File: src/rtl/jt12_ch_mixer.sv
// Channel mixer for the JT12 accumulator stream: captures each FM channel's left/right
// value in its slot and emits one saturated stereo sample per frame, flagging malformed frames.
module jt12_ch_mixer #(
    parameter int SHIFT = 0
) (
    input  logic        clk,
    input  logic        rst_n,
    input  logic        clk_en,
    input  logic        zero,
    input  logic        in_valid,
    input  logic [2:0]  in_ch,
    input  logic [15:0] in_left,
    input  logic [15:0] in_right,
    input  logic [5:0]  ch_mute,
    output logic [15:0] snd_left,
    output logic [15:0] snd_right,
    output logic        sample,
    output logic        frame_err
);

    typedef enum logic [0:0] {ST_SYNC = 1'b0, ST_RUN = 1'b1} state_t;

    state_t             state_r, state_n;
    logic signed [18:0] acc_l_r, acc_l_n, acc_r_r, acc_r_n;
    logic [5:0]         seen_r, seen_n;
    logic               err_r, err_n;
    logic [15:0]        snd_l_r, snd_l_n, snd_r_r, snd_r_n;
    logic               sample_r, sample_n;
    logic               ferr_r, ferr_n;

    logic [5:0]         ch_oh_s;
    logic               ch_bad_s;
    logic               mute_hit_s;
    logic signed [18:0] in_l_ext_s, in_r_ext_s;
    logic signed [18:0] shl_l_s, shl_r_s;

    function automatic logic [15:0] sat16(input logic signed [18:0] v);
        if (v > 19'sd32767) begin
            sat16 = 16'h7FFF;
        end else if (v < -19'sd32768) begin
            sat16 = 16'h8000;
        end else begin
            sat16 = v[15:0];
        end
    endfunction

    // Channel 6/7 shift out of the one-hot, so illegal slots never touch seen or mute.
    assign ch_oh_s    = 6'd1 << in_ch;
    assign ch_bad_s   = (in_ch > 3'd5);
    assign mute_hit_s = |(ch_mute & ch_oh_s);
    assign in_l_ext_s = {{3{in_left[15]}}, in_left};
    assign in_r_ext_s = {{3{in_right[15]}}, in_right};
    assign shl_l_s    = acc_l_r >>> SHIFT;
    assign shl_r_s    = acc_r_r >>> SHIFT;

    // Next-state and datapath update; a slot arriving with zero lands in the fresh frame.
    always_comb begin
        state_n  = state_r;
        acc_l_n  = acc_l_r;
        acc_r_n  = acc_r_r;
        seen_n   = seen_r;
        err_n    = err_r;
        snd_l_n  = snd_l_r;
        snd_r_n  = snd_r_r;
        ferr_n   = ferr_r;
        sample_n = 1'b0;
        if (clk_en) begin
            case (state_r)
                ST_SYNC: begin
                    if (zero) begin
                        state_n = ST_RUN;
                        acc_l_n = 19'sd0;
                        acc_r_n = 19'sd0;
                        seen_n  = 6'd0;
                        err_n   = 1'b0;
                    end else begin
                        state_n = ST_SYNC;
                    end
                end
                ST_RUN: begin
                    if (zero) begin
                        snd_l_n  = sat16(shl_l_s);
                        snd_r_n  = sat16(shl_r_s);
                        ferr_n   = err_r | (seen_r != 6'h3F);
                        sample_n = 1'b1;
                        acc_l_n  = 19'sd0;
                        acc_r_n  = 19'sd0;
                        seen_n   = 6'd0;
                        err_n    = 1'b0;
                    end else begin
                        state_n = ST_RUN;
                    end
                    if (in_valid) begin
                        if (ch_bad_s) begin
                            err_n = 1'b1;
                        end else if (|(seen_n & ch_oh_s)) begin
                            err_n = 1'b1;
                        end else begin
                            seen_n = seen_n | ch_oh_s;
                            if (!mute_hit_s) begin
                                acc_l_n = acc_l_n + in_l_ext_s;
                                acc_r_n = acc_r_n + in_r_ext_s;
                            end else begin
                                acc_l_n = acc_l_n;
                                acc_r_n = acc_r_n;
                            end
                        end
                    end else begin
                        err_n = err_n;
                    end
                end
                default: begin
                    state_n = ST_SYNC;
                end
            endcase
        end else begin
            state_n = state_r;
        end
    end

    // FSM state register.
    always_ff @(posedge clk or negedge rst_n) begin
        if (!rst_n) begin
            state_r <= ST_SYNC;
        end else begin
            state_r <= state_n;
        end
    end

    // Accumulators, frame bookkeeping and registered outputs.
    always_ff @(posedge clk or negedge rst_n) begin
        if (!rst_n) begin
            acc_l_r  <= 19'sd0;
            acc_r_r  <= 19'sd0;
            seen_r   <= 6'd0;
            err_r    <= 1'b0;
            snd_l_r  <= 16'd0;
            snd_r_r  <= 16'd0;
            sample_r <= 1'b0;
            ferr_r   <= 1'b0;
        end else begin
            acc_l_r  <= acc_l_n;
            acc_r_r  <= acc_r_n;
            seen_r   <= seen_n;
            err_r    <= err_n;
            snd_l_r  <= snd_l_n;
            snd_r_r  <= snd_r_n;
            sample_r <= sample_n;
            ferr_r   <= ferr_n;
        end
    end

    assign snd_left  = snd_l_r;
    assign snd_right = snd_r_r;
    assign sample    = sample_r;
    assign frame_err = ferr_r;

endmodule

File: config.mk
export PLATFORM = sky130hd
export DESIGN_NAME = jt12_ch_mixer
export DESIGN_NICKNAME = d
export VERILOG_FILES = /design/src/rtl/jt12_ch_mixer.sv
export SDC_FILE = /design/constraint.sdc
export NUM_CORES = 1
export LEC_CHECK = 0
export ABC_AREA = 0
export CAP_MARGIN = 20
export CORE_AREA = 2 2 101 103
export CTS_BUF_LIST = sky130_fd_sc_hd__clkbuf_8
export DETAILED_ROUTE_END_ITERATION = 7
export DIE_AREA = 0 0 103 105
export GPL_TIMING_DRIVEN = 0
export PLACE_DENSITY = 0.81
export SYNTH_ARGS = -nofsm -noshare
export SYNTH_HDL_FRONTEND = slang
export SYNTH_SLANG_ARGS = --single-unit
File: constraint.sdc
create_clock -name clk -period 2.9 [get_ports clk]
set_input_delay 0.29 -clock clk [delete_from_list [all_inputs] [get_ports clk]]
set_output_delay 0.29 -clock clk [all_outputs]
set_load 0.01 [all_outputs]
==> results of run 1 <==
[layout make-up]
cell class,instances,area (um2)
clock inverters,6,92.6
plain buffers,33,163
multi-input cells,500,3270
fillers,797,2940
repair buffers,80,816
flip-flops and latches,80,2000
clock buffers,9,124
inverters,16,60.1
well taps,133,166
[worst max-delay path by stage]
stage,from,to,slack [ps],cells past startpoint
after floorplan,zero,acc_l_r[14]$_DFFE_PN0P_,60,13
after global placement,rst_n,acc_r_r[10]$_DFFE_PN0P_,-1360,1
after detailed placement,zero,acc_l_r[18]$_DFFE_PN0P_,-810,12
after CTS,zero,acc_r_r[16]$_DFFE_PN0P_,10,13
after global routing,zero,acc_l_r[10]$_DFFE_PN0P_,20,13
final,zero,acc_l_r[14]$_DFFE_PN0P_,140,12
[critical path: stages]
cell	delay, ps
clkbuf_2	180
clkbuf_4	260
clkbuf_2	290
nor2b_1	90
ha_1	270
clkbuf_1	190
a21oi_1	310
and2_1	240
o21ba_2	200
a21oi_1	90
or3_1	330
a31o_2	250
[Yosys cell counts, drive strengths merged (2+ instances only)]
library cell,count
xnor2,12
o31ai,8
and2b,3
a31o,2
nor2b,36
mux2,4
buf,10
nand4,4
a21o,6
o211a,2
nand2,87
a32o,3
ha,36
mux2i,2
o31a,4
o2111a,3
nand2b,7
or3,4
o22ai,2
a21boi,4
a211oi,7
and3b,2
nor3,15
a211o,2
a21oi,27
xor2,8
or2,3
dfrtp,80
inv,16
and3,5
a221o,2
o21ai,75
a22oi,3
o2111ai,4
and2,4
nand3,45
a31oi,3
nor2,23
o211ai,5
nand4b,2
clkbuf,23
a22o,4
fa,2
o21a,12
o311ai,2
[timing repair]
item,in CTS,in global routing
hold endpoints to repair,27,0
resized for setup,6,9
pin swaps,0,1
hold buffers,1,0
endpoints found under the setup margin,17,19
[metal layers]
layer | global-route usage, % | vias to the layer above | wire (um)
li1 | - | 2467 | -
met5 | 0 | - | 0
met2 | 42.3 | 198 | 6680
met1 | 40.6 | 2454 | 6520
met4 | 8.93 | 0 | 246
met3 | 4.48 | 25 | 1020
[power by group]
group          internal (mW)  switching, mW  total [mW]
logic                  0.655          0.686        1.34
registers               1.35          0.161        1.51
clock network          0.486          0.444       0.930
total                   2.49           1.29        3.78
[through the flow]
stage                     worst slack (ps)  instance area [um2]
after global routing                  16.2                 6700
after detailed placement              -815                 6440
after CTS                             14.3                 6680
final                                  141                 6700
after global placement               -1360                 6420
after floorplan                       55.5                 5470
[flip-flops by register name (all words and copies together), names as in the netlist]
signal and flops:
seen_r 6, snd_right 16, acc_r_r 19, acc_l_r 19
frame_err 1, err_r 1, snd_left 16, state_r 1
sample 1
[logic make-up after synthesis]
family,after synthesis
compound gates,190
xor+xnor,20
fa+ha+maj,38
buf+inv,49
flops,80
mux,7
simple gates,245
==> impl_summary.log, run 1 <==
[metrics] outcome: complete, no violations
[metrics] number of maximum-capacitance violations: 0
[metrics] Async S/R FF share, synth: 100%
[metrics] Port Buffer Count: just under 80
[metrics] master cell of the clock root buffer: clkbuf_8
[metrics] DRT Pass-1 Iters: 5
[metrics] routed length per instance: 16.9 um
[metrics] endpoint class of the critical path: register
[metrics] number of cell instances on the worst register-to-register path: 10
[metrics] Post-Layout Cell Count: around 860
[metrics] total wire length after detailed routing: 14500 um
[metrics] cell taking the most area after synthesis: dfrtp_1
[metrics] most area-consuming cells after synthesis: dfrtp_1, ha_1, o21ai_0, nand2_1, nand3_1
[metrics] r2r endpoint: acc_r_r[12]$_DFFE_PN0P_
[metrics] Post-Route Setup TNS: 0 ps
[metrics] Relative slew margins: 58.2%
[metrics] average cell area after synthesis: 8.69 um2
[metrics] clock sink count: 80
[metrics] synthesized netlist cell count: about 630
[metrics] reg-to-reg startpoint: acc_r_r[0]$_DFFE_PN0P_
[metrics] most common cell after layout, fill and taps aside: nand2_1
[metrics] sequential fraction of the synthesis area: 36.6%
[metrics] number of inserted diodes: 0
[metrics] Max Fanout on Critical Path: 10
[metrics] via count of the routed design: roughly 5100
[metrics] count of unresolved DRC violations after routing: 0
[metrics] parity-gate share of the synthesized area counting xor and xnor cells: under 10%
[metrics] distinct cell type count after synthesis: 73
[metrics] placeable core region: approximately 9600 um2
[metrics] placed instance count: around 840
[metrics] total design power: roughly 3.8 mW
[metrics] type of the worst min-delay path: in2async
[metrics] static leakage: 3.04 nW
[metrics] top library cells by usage in the layout, fill and taps aside: nand2_1, dfrtp_1, clkdlybuf4s50_1, o21ai_0, nand3_1
[metrics] TritonCTS Buffers: 9
[metrics] adder-cell share of the synthesized area: approximately 9.0%
[metrics] area fraction in compound gates after synthesis: roughly a quarter
[metrics] dominant synthesized flop cell: dfrtp_1
[metrics] Final Cycle Share: 95.1%
[metrics] number of global-route vias before repair: between 4000 and 5000
[metrics] latest clock arrival within the worst-skew pair: 360 ps
[metrics] largest net degree at the start of global routing: 54
[metrics] worst vdd ir: 0.000271 V
[metrics] total nets after synthesis: ~710
[metrics] placer congestion estimate: ~0.9
[metrics] fin. max-slew vios: 0
[metrics] routed vias/inst: around 6
[metrics] number of enable flip-flop cells after synthesis: 0
[metrics] Worst Skew: approximately 18 ps
[metrics] clock tree from TritonCTS: yes
[metrics] Synth warnings: 0
[metrics] dominant combinational cell family by area after synthesis: compound AO/OA/AOI/OAI gates
[metrics] starting density of the core: between 50 and 60%
[metrics] initial antenna violation count: 0
[metrics] Area Growth Syn to Fin: 22.5%
[metrics] R2R setup slack: between 300 and 400 ps
[metrics] post-layout min period: 2760 ps
[metrics] Die Footprint: approximately 11000 um2
[metrics] GRT Util Overall: between 20% and 30%
[metrics] final core utilization: a little over two thirds
[metrics] Pwr per Cell Area: between 500 and 600 nW/um2
[metrics] buffers inserted by post-CTS timing repair: 0
[metrics] Synth top area share: a little over a third
[metrics] final antenna-violating net count: 0
[metrics] HPWL after detailed placement: 10900 um
[metrics] arrival time at the worst endpoint: roughly 3000 ps
[metrics] FP Rows: 36
[metrics] crit path launch type: input port
[metrics] final hold slack: around 390 ps
[metrics] CTS max path bufs: 2
[metrics] transition at the pin with the smallest max-transition slack: 627 ps
[metrics] H-tree levels: 3
[metrics] fmax: between 300 and 400 MHz
[metrics] post-synthesis simple-gate area fraction: between 20% and 30%
[metrics] final-stage net count: 804
[metrics] clock-pin transition on the worst setup and hold timing paths: approximately 100 ps
[metrics] die span in y: 105 um
[metrics] area of the mapped netlist: 5460 um2
[metrics] total congestion overflow: 0
[metrics] starting DRC count in detailed routing: roughly 340
[metrics] mux cell area share after synthesis: 1.67%
[metrics] RSZ-0062 raised after global routing: no
[metrics] Final Hold Fails: 0
[metrics] io pins: 80
[metrics] data required time at the worst endpoint: ~3200 ps
[metrics] FF+latch count, synth: 80
[metrics] wire length of the first global-routing pass: ~24000 um
[metrics] worst setup path category: in2reg
[metrics] final setup fails: 0
[metrics] die boundary width: 103 um
[metrics] layout cells sized above 1: under 10%
(Power assumes the default switching activity.)
==> run 2: changes to the inputs <==
MAX_ROUTING_LAYER = met4   (was default)
==> impl_summary.log, run 2 (same netlist as run 1, synthesis figures left out) <==
[metrics] crit path launch type: input port
[metrics] FP Rows: 36 (unchanged)
[metrics] clock tree from TritonCTS: yes
[metrics] number of global-route vias before repair: 4909 (-0.79%)
[metrics] total design power: 3.74 mW (-0.89%)
[metrics] Pwr per Cell Area: 560 nW/um2 (-0.83%)
[metrics] wire length of the first global-routing pass: 23700 um (-0.32%)
[metrics] placeable core region: 9640 um2 (unchanged)
[metrics] starting density of the core: 56.7% (unchanged)
[metrics] post-layout min period: 2630 ps (-126 ps)
[metrics] io pins: 80 (unchanged)
[metrics] Final Hold Fails: 0 (unchanged)
[metrics] total wire length after detailed routing: 14500 um (-0.12%)
[metrics] met1 track utilization from global routing: 40.8% (+0.20 points)
[metrics] layout cells sized above 1: 7.73% (unchanged)
[metrics] TritonCTS Buffers: 9 (unchanged)
[metrics] final-stage net count: 803 (-0.12%)
[metrics] registers with the highest flip-flop counts: acc_l_r: 19 flops, acc_r_r: 19 flops
[metrics] initial antenna violation count: 0 (unchanged)
[metrics] static leakage: 3.04 nW (+0.16%)
[metrics] routed vias/inst: 5.95 (-0.89%)
[metrics] type of the worst min-delay path: in2async
[metrics] total congestion overflow: 0 (unchanged)
[metrics] DRT Pass-1 Iters: 6 (+1)
[metrics] data required time at the worst endpoint: 3140 ps (about the same)
[metrics] fin. max-slew vios: 0 (unchanged)
[metrics] die boundary width: 103 um (unchanged)
[metrics] final antenna-violating net count: 0 (unchanged)
[metrics] GR met2 Demand/Resource: 42.0% (-0.37 points)
[metrics] routed length per instance: 16.9 um (-0.12%)
[metrics] Relative slew margins: 59.0% (+0.85 points)
[metrics] Worst Skew: 11.6 ps (-6.17 ps)
[metrics] number of inserted diodes: 0 (unchanged)
[metrics] met3 usage in global routing: 4.62% (+0.13 points)
[metrics] H-tree levels: 3 (unchanged)
[metrics] Post-Route Setup TNS: 0 ps (unchanged)
[metrics] Area Growth Syn to Fin: 22.5% (about the same)
[metrics] master cell of the clock root buffer: clkbuf_8
[metrics] final setup fails: 0 (unchanged)
[metrics] GRT Util Overall: 28.6% (+0.73 points)
[metrics] placer congestion estimate: 0.945 (+2.6%)
[metrics] clock-pin transition on the worst setup and hold timing paths: 90 ps (about the same)
[metrics] placed instance count: 841 (unchanged)
[metrics] Port Buffer Count: 78 (unchanged)
[metrics] largest net degree at the start of global routing: 58 (+7.4%)
[metrics] endpoint class of the critical path: register
[metrics] outcome: complete, no violations
[metrics] Filler Cell Count: 835 (+4.8%)
[metrics] worst setup path category: in2reg
[metrics] top library cells by usage in the layout, fill and taps aside: nand2_1, dfrtp_1, clkdlybuf4s50_1, o21ai_0, nand3_1
[metrics] fmax: 380 MHz (+4.8%)
[metrics] clock sink count: 80 (unchanged)
[metrics] most common cell after layout, fill and taps aside: nand2_1
[metrics] number of maximum-capacitance violations: 0 (unchanged)
[metrics] starting DRC count in detailed routing: 294 (-15%)
[metrics] Max Fanout on Critical Path: 18 (+8)
[metrics] via count of the routed design: 5098 (-0.89%)
[metrics] RSZ-0062 raised after global routing: no
[metrics] count of unresolved DRC violations after routing: 0 (unchanged)
[metrics] HPWL after detailed placement: 11000 um (+0.86%)
[metrics] Post-Layout Cell Count: 857 (unchanged)
[metrics] die span in y: 105 um (unchanged)
[metrics] transition at the pin with the smallest max-transition slack: 615 ps (-12.8 ps)
[metrics] CTS max path bufs: 2 (unchanged)
[metrics] arrival time at the worst endpoint: 2870 ps (-140 ps)
[metrics] Die Footprint: 10800 um2 (unchanged)
[metrics] worst vdd ir: 0.000249 V (-8.2%)
[metrics] latest clock arrival within the worst-skew pair: 350 ps (about the same)
[metrics] buffers inserted by post-CTS timing repair: 0 (unchanged)
[metrics] most congested layer reported by global routing: met2
[metrics] Final Cycle Share: 90.8% (-4.3 points)
[run 2: final cells by class]
type | count | area (um2) | share of cell area, %
inverters | 16 | 60.1 | 0.898
well taps | 133 | 166 | 2.49
multi-input cells | 500 | 3280 | 49.0
clock inverters | 7 | 88.8 | 1.33
clock buffers | 9 | 124 | 1.85
flip-flops and latches | 80 | 2000 | 29.9
plain buffers | 32 | 153 | 2.28
repair buffers | 80 | 816 | 12.2
[run 2: stage by stage]
step | setup WS [ps] | util (%) | instance area, um2 | hold slack [ps]
3_3_place_gp | -1350 | 66.6 | 6420 | 450
4_1_cts | 35.5 | 69.3 | 6680 | 385
2_1_floorplan | 55.5 | - | 5470 | -5.59
3_5_place_dp | -801 | 66.8 | 6440 | 228
6_report | 267 | 69.4 | 6690 | 381
5_1_grt | 59.7 | 69.4 | 6690 | 416
[run 2: final timing paths]
| kind | start | to | slack [ps] | cells past startpoint |
|---|---|---|---|---|
| worst max-delay path | zero | acc_r_r[12]$_DFFE_PN0P_ | 270 | 12 |
| worst min-delay path | rst_n | acc_l_r[17]$_DFFE_PN0P_ | 380 | 2 |
| worst max register to register | acc_r_r[0]$_DFFE_PN0P_ | acc_r_r[12]$_DFFE_PN0P_ | 350 | 10 |
| worst min register to register | snd_right[6]$_DFFE_PN0P_ | snd_right[6]$_DFFE_PN0P_ | 470 | 2 |
| max in group asynchronous | rst_n | snd_right[12]$_DFFE_PN0P_ | 1920 | 3 |
| min in group clk | snd_right[6]$_DFFE_PN0P_ | snd_right[6]$_DFFE_PN0P_ | 470 | 2 |
[run 2: layer usage]
| layer | vias up | part of all wire (%) |
|---|---|---|
| li1 | 2469 | - |
| met4 | 0 | 1.8 |
| met1 | 2399 | 47 |
| met5 | - | 0 |
| met2 | 207 | 45 |
| met3 | 23 | 6.4 |
[run 2: report_power, final]
part           internal, mW  switching, mW  total [mW]
clock                 0.479          0.410       0.888
combinational         0.653          0.692        1.35
sequential             1.35          0.165        1.51
total                  2.48           1.27        3.74
[run 2: critical path, stage by stage]
cell	delay, ps
clkbuf_2	260
buf_2	290
nor2b_1	130
ha_1	170
inv_1	50
fa_1	390
nand2b_1	190
a21oi_2	230
o31a_1	230
nor2_1	100
o2111a_1	260
a211o_1	260
[run 2: what timing repair did]
item / CTS / global route
gates resized for setup: 8 / 8
cloned: 0 / 0
hold endpoints to repair: 23 / 0
hold buffers: 1 / 0
setup endpoints to repair: 17 / 17
